==> src/rtl/eeprom_cmd_sched.sv <==
// Command scheduler for an I2C EEPROM master: queues read/write commands,
// launches them one at a time, retries NACKs, enforces write-cycle guard time.
module eeprom_cmd_sched #(
    parameter int DEPTH      = 4,
    parameter int TWR_CYCLES = 250000,
    parameter int MAX_RETRY  = 3,
    parameter int TMO_CYCLES = 1048575
) (
    input  logic        clk_50M,
    input  logic        rstn,
    input  logic        cmd_valid,
    output logic        cmd_ready,
    input  logic        cmd_rw,
    input  logic [15:0] cmd_addr,
    input  logic [7:0]  cmd_wdata,
    output logic        m_start,
    output logic        m_rw,
    output logic [15:0] m_addr,
    output logic [7:0]  m_wdata,
    input  logic        m_busy,
    input  logic        m_done,
    input  logic        m_ack_error,
    input  logic [7:0]  m_rdata,
    output logic        rsp_valid,
    input  logic        rsp_ready,
    output logic        rsp_rw,
    output logic [15:0] rsp_addr,
    output logic [7:0]  rsp_data,
    output logic        rsp_err,
    output logic        rsp_tmo
);

    localparam int AW = (DEPTH > 1) ? $clog2(DEPTH) : 1;
    localparam int RW = $clog2(MAX_RETRY + 2);
    localparam logic [19:0] TWR_LAST = 20'(TWR_CYCLES - 1);
    localparam logic [19:0] TMO_LAST = 20'(TMO_CYCLES - 1);

    typedef enum logic [2:0] {IDLE, ISSUE, WAIT_BUSY, WAIT_DONE, RESP, GUARD} state_t;
    state_t state, state_nx;

    logic [24:0]   mem [DEPTH];
    logic [AW:0]   wptr, rptr;
    logic          full, empty, push, pop;
    logic [RW-1:0] retry;
    logic [19:0]   cnt;
    logic          retry_pend;
    logic          nack_retry, load_rsp, tmo_hit;
    logic          w_rw;
    logic [15:0]   w_addr;
    logic [7:0]    w_wdata;

    // Extra pointer bit distinguishes full from empty when the indices match.
    assign full      = (wptr[AW] != rptr[AW]) && (wptr[AW-1:0] == rptr[AW-1:0]);
    assign empty     = (wptr == rptr);
    assign cmd_ready = !full;
    assign push      = cmd_valid && !full;
    assign pop       = (state == IDLE) && !empty;

    assign m_rw    = w_rw;
    assign m_addr  = w_addr;
    assign m_wdata = w_wdata;

    always_ff @(posedge clk_50M) begin
        if (push) mem[wptr[AW-1:0]] <= {cmd_rw, cmd_addr, cmd_wdata};
    end

    always_ff @(posedge clk_50M or negedge rstn) begin
        if (!rstn) begin
            wptr <= '0;
            rptr <= '0;
        end else begin
            if (push) wptr <= wptr + 1'b1;
            if (pop)  rptr <= rptr + 1'b1;
        end
    end

    always_comb begin
        state_nx   = state;
        m_start    = 1'b0;
        rsp_valid  = 1'b0;
        nack_retry = 1'b0;
        load_rsp   = 1'b0;
        tmo_hit    = 1'b0;
        case (state)
            IDLE:  if (!empty) state_nx = ISSUE;
            ISSUE: begin
                m_start  = 1'b1;
                state_nx = WAIT_BUSY;
            end
            WAIT_BUSY, WAIT_DONE: begin
                // m_done wins over busy so a very short transaction is not missed.
                if (m_done) begin
                    if (m_ack_error && (retry < RW'(MAX_RETRY))) begin
                        nack_retry = 1'b1;
                        state_nx   = GUARD;
                    end else begin
                        load_rsp = 1'b1;
                        state_nx = RESP;
                    end
                end else if (cnt == TMO_LAST) begin
                    tmo_hit  = 1'b1;
                    load_rsp = 1'b1;
                    state_nx = RESP;
                end else if (state == WAIT_BUSY && m_busy) begin
                    state_nx = WAIT_DONE;
                end
            end
            RESP: begin
                rsp_valid = 1'b1;
                if (rsp_ready) state_nx = (!rsp_rw && !rsp_err) ? GUARD : IDLE;
            end
            GUARD: if (cnt == TWR_LAST) state_nx = retry_pend ? ISSUE : IDLE;
            default: state_nx = IDLE;
        endcase
    end

    always_ff @(posedge clk_50M or negedge rstn) begin
        if (!rstn) begin
            state      <= IDLE;
            retry      <= '0;
            cnt        <= '0;
            retry_pend <= 1'b0;
            w_rw       <= 1'b0;
            w_addr     <= '0;
            w_wdata    <= '0;
            rsp_rw     <= 1'b0;
            rsp_addr   <= '0;
            rsp_data   <= '0;
            rsp_err    <= 1'b0;
            rsp_tmo    <= 1'b0;
        end else begin
            state <= state_nx;
            // One counter: timeout while waiting, write-cycle time while guarding.
            if (state_nx != state && (state_nx == ISSUE || state_nx == GUARD))
                cnt <= '0;
            else if (state == WAIT_BUSY || state == WAIT_DONE || state == GUARD)
                cnt <= cnt + 20'd1;
            if (pop) begin
                {w_rw, w_addr, w_wdata} <= mem[rptr[AW-1:0]];
                retry      <= '0;
                retry_pend <= 1'b0;
            end
            if (nack_retry) begin
                retry      <= retry + 1'b1;
                retry_pend <= 1'b1;
            end
            if (state == RESP && rsp_ready) retry_pend <= 1'b0;
            if (load_rsp) begin
                rsp_rw   <= w_rw;
                rsp_addr <= w_addr;
                rsp_data <= (w_rw && !tmo_hit) ? m_rdata : 8'h00;
                rsp_err  <= tmo_hit | m_ack_error;
                rsp_tmo  <= tmo_hit;
            end
        end
    end

endmodule

==> config.mk <==
export PLATFORM = sky130hd
export DESIGN_NAME = eeprom_cmd_sched
export DESIGN_NICKNAME = d
export VERILOG_FILES = /design/src/rtl/eeprom_cmd_sched.sv
export SDC_FILE = /design/constraint.sdc
export NUM_CORES = 1
export LEC_CHECK = 0
export CORE_MARGIN = 2
export CORE_UTILIZATION = 55
export CTS_CLUSTER_SIZE = 8
export DETAILED_ROUTE_END_ITERATION = 6
export PLACE_DENSITY_LB_ADDON = 0.25
export RECOVER_POWER = 25
export SETUP_SLACK_MARGIN = 0.02
export SYNTH_ARGS = -nofsm -noshare
export SYNTH_HDL_FRONTEND = slang
export SYNTH_SLANG_ARGS = --single-unit
==> constraint.sdc <==
create_clock -name clk_50M -period 3.4 [get_ports clk_50M]
set_clock_uncertainty 0.1 [all_clocks]
set_input_delay 0.68 -clock clk_50M [delete_from_list [all_inputs] [get_ports clk_50M]]
set_output_delay 0.68 -clock clk_50M [all_outputs]
set_load 0.1 [all_outputs]
==> impl_metrics.yaml, run 1 <==
clock_tree:
  clock_path_buffers: 2
  tritoncts: "yes"
  holdBufCountCts: 0
  cts_resized: 0
  cts_buffers: 17
  clockRootBuffer: "clkbuf_16"
  htreeDepth: 4
  cts_setup_buffers: 0
  worstSkewPairLatency_ns: 0.43
  cts.reportedPaths.clkPinSlew_ns: 0.07
  clock-sinks: 185
global_route:
  grt_pass1_vias: 4672
  overflow: 0
  antenna_found_initial: 1
  grt_max_degree: 53
  grt_pass1_wl_mm: 24.2
  track_usage: 0.221
sta:
  tightest_slew_ns: 1.46
  setup_viol: 0
  period_share: 0.751
  grt_setup_unrepaired: "no"
  fmaxAchievable_mhz: 391
  tns_ns: 0
  finalHoldViolCount: 0
  drv_slew: 0
  max-slew-margin-rel: 0.0287
  layout_min_cycle_time_ns: 2.55
  hold_ws_ns: 0.409
yosys:
  synth_seq_area_share: 0.675
  syn_area_um2: 7600
  synth_nets: 518
  async_reset_ff_frac: 0.459
  ys_ff_latch: 185
  synth_top_area_frac: 0.395
  ys_types: 59
  synth_cells: 470
  synth_top_cells_by_area: "edfxtp_1 40%, dfrtp_1 28%, mux4_2 7.4%"
  yosysTopAreaCell: "edfxtp_1"
  syn_avg_cell_area_um2: 16.2
  ys_warn_count: 0
  synth-main-ff-cell: "edfxtp_1"
  synth_edf_count: 100
placement:
  dpl_cell_area_um2: 8710
  place.gp.congestion: 0.822
  hpwl_mm: 9.56
  portBuffers: 94
pwr:
  leakage_nw: 3.74
  netSwitchingPower_mw: 1.34
  seqPwrFrac: 0.508
  peakVddDrop_v: 0.000498
  pwr-share-clk: 0.381
  p_per_area_nw_per_um2: 575
  pwr-share-comb: 0.111
  power.internal_mw: 4.02
  p_sw_frac: 0.250
floorplan:
  core_um2: 13300
  fp-row-count: 42
  boundaryPins: 95
  initial_utilization: 0.569
  die_h_um: 122
  die_w_um: 122
  fp.dieArea_um2: 14800
run:
  drv_cap: 0
critical_path:
  required_ns: 2.62
  cp_top_family: "flip-flops"
  crit_buf_inv: 1
  cp_cell_sequence: "xnor2_1 > nand3_1 > buf_12"
  ff2ff_setup_slack_ns: 0.91
  crit_slowest_cell: "dfrtp_1"
  slowest_delay_ns: 0.43
  timing.rr.end: "rsp_addr[3]$_DFFE_PN0P_"
  crit_path_end_kind: "output pin"
  critical_path.endpoint: "cmd_ready"
  path_depth: 3
  crit_fanout: 4
  crit_arrival_ns: 1.77
  worstSetupStartpoint: "wptr[1]$_DFFE_PN0P_"
  cp-start-kind: "flip-flop"
  crit_type: "reg -> out"
  reg2reg_depth: 7
  r2r-start: "cnt[0]$_DFFE_PN0P_"
route:
  post-route-drc-count: 0
  finalWirelength_mm: 15.0
  vias_per_cell: 5.83
  dr.pass1.iters: 4
  drt_iter0_drc: 265
  drt.antenna.violating_nets: 0
  wl_per_cell_um: 19.6
  vias: 4463
final_layout:
  layout-drive-gt1-share: 0.321
  nNetsFinal: 623
  fin_area_um2: 9340
  num-fill-cells: 898
  area.growth.synth_to_final_pct: 22.9
outcome:
  status: "completed"
worst_hold_path:
  hold_path_class: "reg -> reg"
==> cell usage after synthesis, types with 4 or more instances <==
library cell	count
edfxtp_1	100
dfrtp_1	85
mux2_2	42
mux4_2	25
clkbuf_1	17
o21ai_0	17
a21oi_1	16
inv_1	15
nand2_1	15
a22oi_1	11
or4_1	11
xor2_1	9
ha_1	8
xnor2_1	8
nand3_1	7
nor2_1	6
o31ai_1	5
and2_1	4
nand4_1	4
or3_1	4
==> kinds of logic after synthesis <==
| kind of cell | Yosys count | synth area share |
|---|---|---|
| DFF | 185 | 0.675 |
| adders and majority gates | 8 | 0.0132 |
| and+or+nand+nor | 77 | 0.0636 |
| buffers and inverters | 40 | 0.0221 |
| AOI/OAI and AO/OA | 75 | 0.0679 |
| muxes | 68 | 0.138 |
| xor gates and xnor gates | 17 | 0.0196 |
==> worst min-delay path by stage <==
| stage | to | startpoint | cells past startpoint |
|---|---|---|---|
| finish | rsp_addr[6]$_DFFE_PN0P_ | rsp_addr[6]$_DFFE_PN0P_ | 1 |
| global route | rsp_addr[9]$_DFFE_PN0P_ | rsp_addr[9]$_DFFE_PN0P_ | 1 |
| CTS | m_wdata[5]$_DFFE_PN0P_ | rstn | 1 |
| detailed placement | rsp_addr[6]$_DFFE_PN0P_ | rsp_addr[6]$_DFFE_PN0P_ | 1 |
| global placement | m_wdata[3]$_DFFE_PN0P_ | m_wdata[3]$_DFFE_PN0P_ | 1 |
| floorplan | cnt[0]$_DFFE_PN0P_ | rstn | 0 |
==> per-layer routing <==
metal / global-route usage / wire length (µm)
met5: 0 / 0
met3: 0.0620 / 817
met4: 0.0697 / 178
met1: 0.290 / 6480
met2: 0.362 / 7560
==> sequential cells by signal, summed over array words and instances (netlist names), 3 cells and up <==
name,count
m_wdata,8
rsp_data,8
state,3
mem,100
wptr,3
retry,3
rptr,3
cnt,20
rsp_addr,16
m_addr,16
==> power groups by stage <==
stage	Clock, mW	Combinational [mW]	Sequential [mW]
2_1_floorplan	0	0.287	2.79
3_3_place_gp	0	0.589	2.76
3_5_place_dp	0	0.608	2.78
4_1_cts	2.08	0.611	2.73
5_1_grt	2.17	0.646	2.75
6_report	2.05	0.597	2.73
==> per-stage QoR <==
step	setup WS [ns]	total power [mW]	cells	utilization
4_1_cts	0.819	5.42	764	0.700
6_report	0.845	5.37	765	0.700
3_3_place_gp	0.600	3.34	732	0.653
3_5_place_dp	0.510	3.38	732	0.653
2_1_floorplan	0.593	3.08	470	-
5_1_grt	0.741	5.57	765	0.700
==> cell type report <==
class	count	area, µm²	share of cell area
clock inverter	12	138	0.0147
clock buffer	20	489	0.0524
timing repair buffer	111	976	0.105
antenna	1	2.50	0.000268
sequential	185	5130	0.549
inverter	15	56.3	0.00603
tap	176	220	0.0236
multi-input combinational	245	2330	0.249
==> placed cells by master, fill, tap and decap left out, drive strengths merged, types with 2 or more instances in the layout <==
cell and n:
a2111oi 2, a211oi 2, a21oi 16, a22oi 11, a31oi 3, and2 4, and3 3, buf 72
clkbuf 21, clkdlybuf4s50 23, clkinv 2, dfrtp 85, dlygate4sd3 15, edfxtp 100, ha 8, inv 23
mux2 43, mux4 25, nand2 15, nand2b 2, nand3 7, nand3b 3, nand4 5, nor2 6
nor2b 2, nor3b 2, nor4 2, nor4b 2, o2111ai 2, o211ai 3, o21ai 18, o31ai 5
o41ai 3, or3 5, or4 12, or4b 3, xnor2 8, xor2 9
No activity file was read; power rests on OpenSTA's default activity.
==> run 2, diff against run 1 <==
Clock period 3.4 ns to 2.5 ns, I/O delays scaled along.
==> run 2 against run 1 <==
Net effect: flip-flop and latch count did not move; first-iteration DRC count up 43%; sequential power rose by 36%; clock-buffer cell count is 2 lower; worst setup slack worse by 0.72 ns; combinational power grew 39%; sequential share of layout area is 0.75 points lower; non-clock buffer count increased by 16; worst hold slack improved by 0.00082 ns; cell area increased by 1.4%; utilization up 0.97 points; via count is 0.99% higher.
==> impl_metrics.yaml, run 2 (synthesized netlist as in run 1, its figures left out) <==
critical_path:
  ff2ff_setup_slack_ns: 0.13
  required_ns: 2.72
  cp-start-kind: "flip-flop"
  timing.rr.end: "rsp_addr[11]$_DFFE_PN0P_"
  r2r-start: "cnt[0]$_DFFE_PN0P_"
  crit_path_end_kind: "flip-flop"
  crit_fanout: 12
  reg2reg_depth: 7
  crit_type: "reg -> reg"
  crit_arrival_ns: 2.59
pwr:
  netSwitchingPower_mw: 1.89
  p_sw_frac: 0.263
  power.internal_mw: 5.30
  p_total_mw: 7.19
  p_per_area_nw_per_um2: 760
  peakVddDrop_v: 0.000708
  seqPwrFrac: 0.514
  pwr-share-clk: 0.370
  leakage_nw: 3.81
  pwr-share-comb: 0.115
placement:
  portBuffers: 94
  place.gp.congestion: 0.819
  hpwl_mm: 9.65
final_layout:
  layout-drive-gt1-share: 0.334
  final_common_cell: "edfxtp_1"
  layout_common_cells: "100 x edfxtp_1, 84 x dfrtp_1, 81 x buf_4"
  largest_reg_flops: 100
  area.growth.synth_to_final_pct: 24.6
  nNetsFinal: 639
  num-fill-cells: 872
sta:
  max-slew-margin-rel: 0.330
  layout_min_cycle_time_ns: 2.37
  period_share: 0.949
  tns_ns: 0
  tightest_slew_ns: 1.00
  fmaxAchievable_mhz: 422
  drv_slew: 0
  grt_setup_unrepaired: "yes"
  finalHoldViolCount: 0
  setup_viol: 0
route:
  wl_per_cell_um: 19.1
  dr.pass1.iters: 7
  finalWirelength_mm: 15.0
  vias: 4507
  post-route-drc-count: 0
  drt_iter0_drc: 378
  drt.antenna.violating_nets: 0
  vias_per_cell: 5.76
floorplan:
  fp.dieArea_um2: 14800
  initial_utilization: 0.569
  die_h_um: 122
  fp-row-count: 42
  core_um2: 13300
  die_w_um: 122
  boundaryPins: 95
clock_tree:
  cts_buffers: 17
  clock_path_buffers: 2
  cts.reportedPaths.clkPinSlew_ns: 0.08
  htreeDepth: 4
  clock-sinks: 185
  worstSkewPairLatency_ns: 0.43
  tritoncts: "yes"
  clockRootBuffer: "clkbuf_16"
global_route:
  overflow: 0
  track_usage: 0.221
  grt_max_degree: 38
  antenna_found_initial: 2
  grt_pass1_wl_mm: 24.1
  grt_pass1_vias: 4569
run:
  drv_cap: 0
worst_hold_path:
  worstHoldStart: "m_wdata[6]$_DFFE_PN0P_"
  hold_path_depth: 1
  hold_end: "m_wdata[6]$_DFFE_PN0P_"
  hold_path_class: "reg -> reg"
outcome:
  status: "completed"
## run 2: cell count changes in the layout (fill, tap and decap cells not counted), moves of 2 or more
cell / delta
buf_4: +13
dlygate4sd3_1: +11
clkdlybuf4s50_1: -10
clkinv_8: +5
and2_1: +2
and2_2: -2
clkbuf_16: -2
clkinv_4: -2
## run 2: worst max path at each step
stage	start	slack, ns	cells past startpoint	end
floorplan	cnt[0]$_DFFE_PN0P_	0.11	7	rsp_addr[13]$_DFFE_PN0P_
global placement	m_done	0.08	6	rsp_rw$_DFFE_PN0P_
detailed placement	m_done	0.007	6	rsp_addr[1]$_DFFE_PN0P_
CTS	cnt[0]$_DFFE_PN0P_	0.04	7	rsp_addr[1]$_DFFE_PN0P_
global route	cnt[0]$_DFFE_PN0P_	0.008	7	rsp_addr[8]$_DFFE_PN0P_
finish	cnt[0]$_DFFE_PN0P_	0.13	7	rsp_addr[11]$_DFFE_PN0P_
## run 2: through the flow
stage	setup WS [ns]	util	instance area, µm²	hold WS, ns	instances
3_3_place_gp	0.0803	0.661	8830	0.393	745
3_5_place_dp	0.00669	0.661	8830	0.397	745
4_1_cts	0.0435	0.708	9450	0.414	778
5_1_grt	0.00824	0.709	9470	0.431	782
2_1_floorplan	0.110	-	7610	0.104	470
6_report	0.128	0.709	9470	0.410	782
## run 2: layout make-up
class	instances	area (µm²)	share of cell area
antenna	2	5.00	0.000529
clock buffer	18	439	0.0464
clock inverter	14	171	0.0181
inverter	15	56.3	0.00595
multi-input combinational	245	2330	0.246
sequential	185	5130	0.542
tap	176	220	0.0233
timing repair buffer	127	1110	0.118
## run 2: what timing repair did
| item | CTS | global route |
|---|---|---|
| hold buffers | 1 | 0 |
| endpoints found under the hold margin | 34 | 0 |
| gates resized for setup | 1 | 0 |
| endpoints found under the setup margin | 3 | 17 |
| buffers inserted | 0 | 2 |
| pin swaps | 0 | 1 |
## run 2: critical path, stage by stage, from the launching register on
cell       delay (ns)
dfrtp_1          0.41
inv_1            0.11
ha_1             0.16
nand4_1          0.10
or3_4            0.41
a2111oi_4        0.42
buf_12           0.21
mux2_2           0.35
## run 2: power by group through the flow
stage / Clock [mW] / Combinational, mW / Sequential (mW)
floorplan: 0 / 0.390 / 3.80
global placement: 0 / 0.830 / 3.74
detailed placement: 0 / 0.851 / 3.77
CTS: 2.73 / 0.856 / 3.71
global route: 2.86 / 0.898 / 3.73
finish: 2.66 / 0.829 / 3.70
## run 2: routing by layer
layer / vias to the layer above / GRT usage / wire [µm]
met5: - / 0 / 0
met4: 0 / 0.0632 / 136
met3: 17 / 0.0630 / 735
met2: 122 / 0.345 / 7280
met1: 2299 / 0.308 / 6800
li1: 2069 / - / -
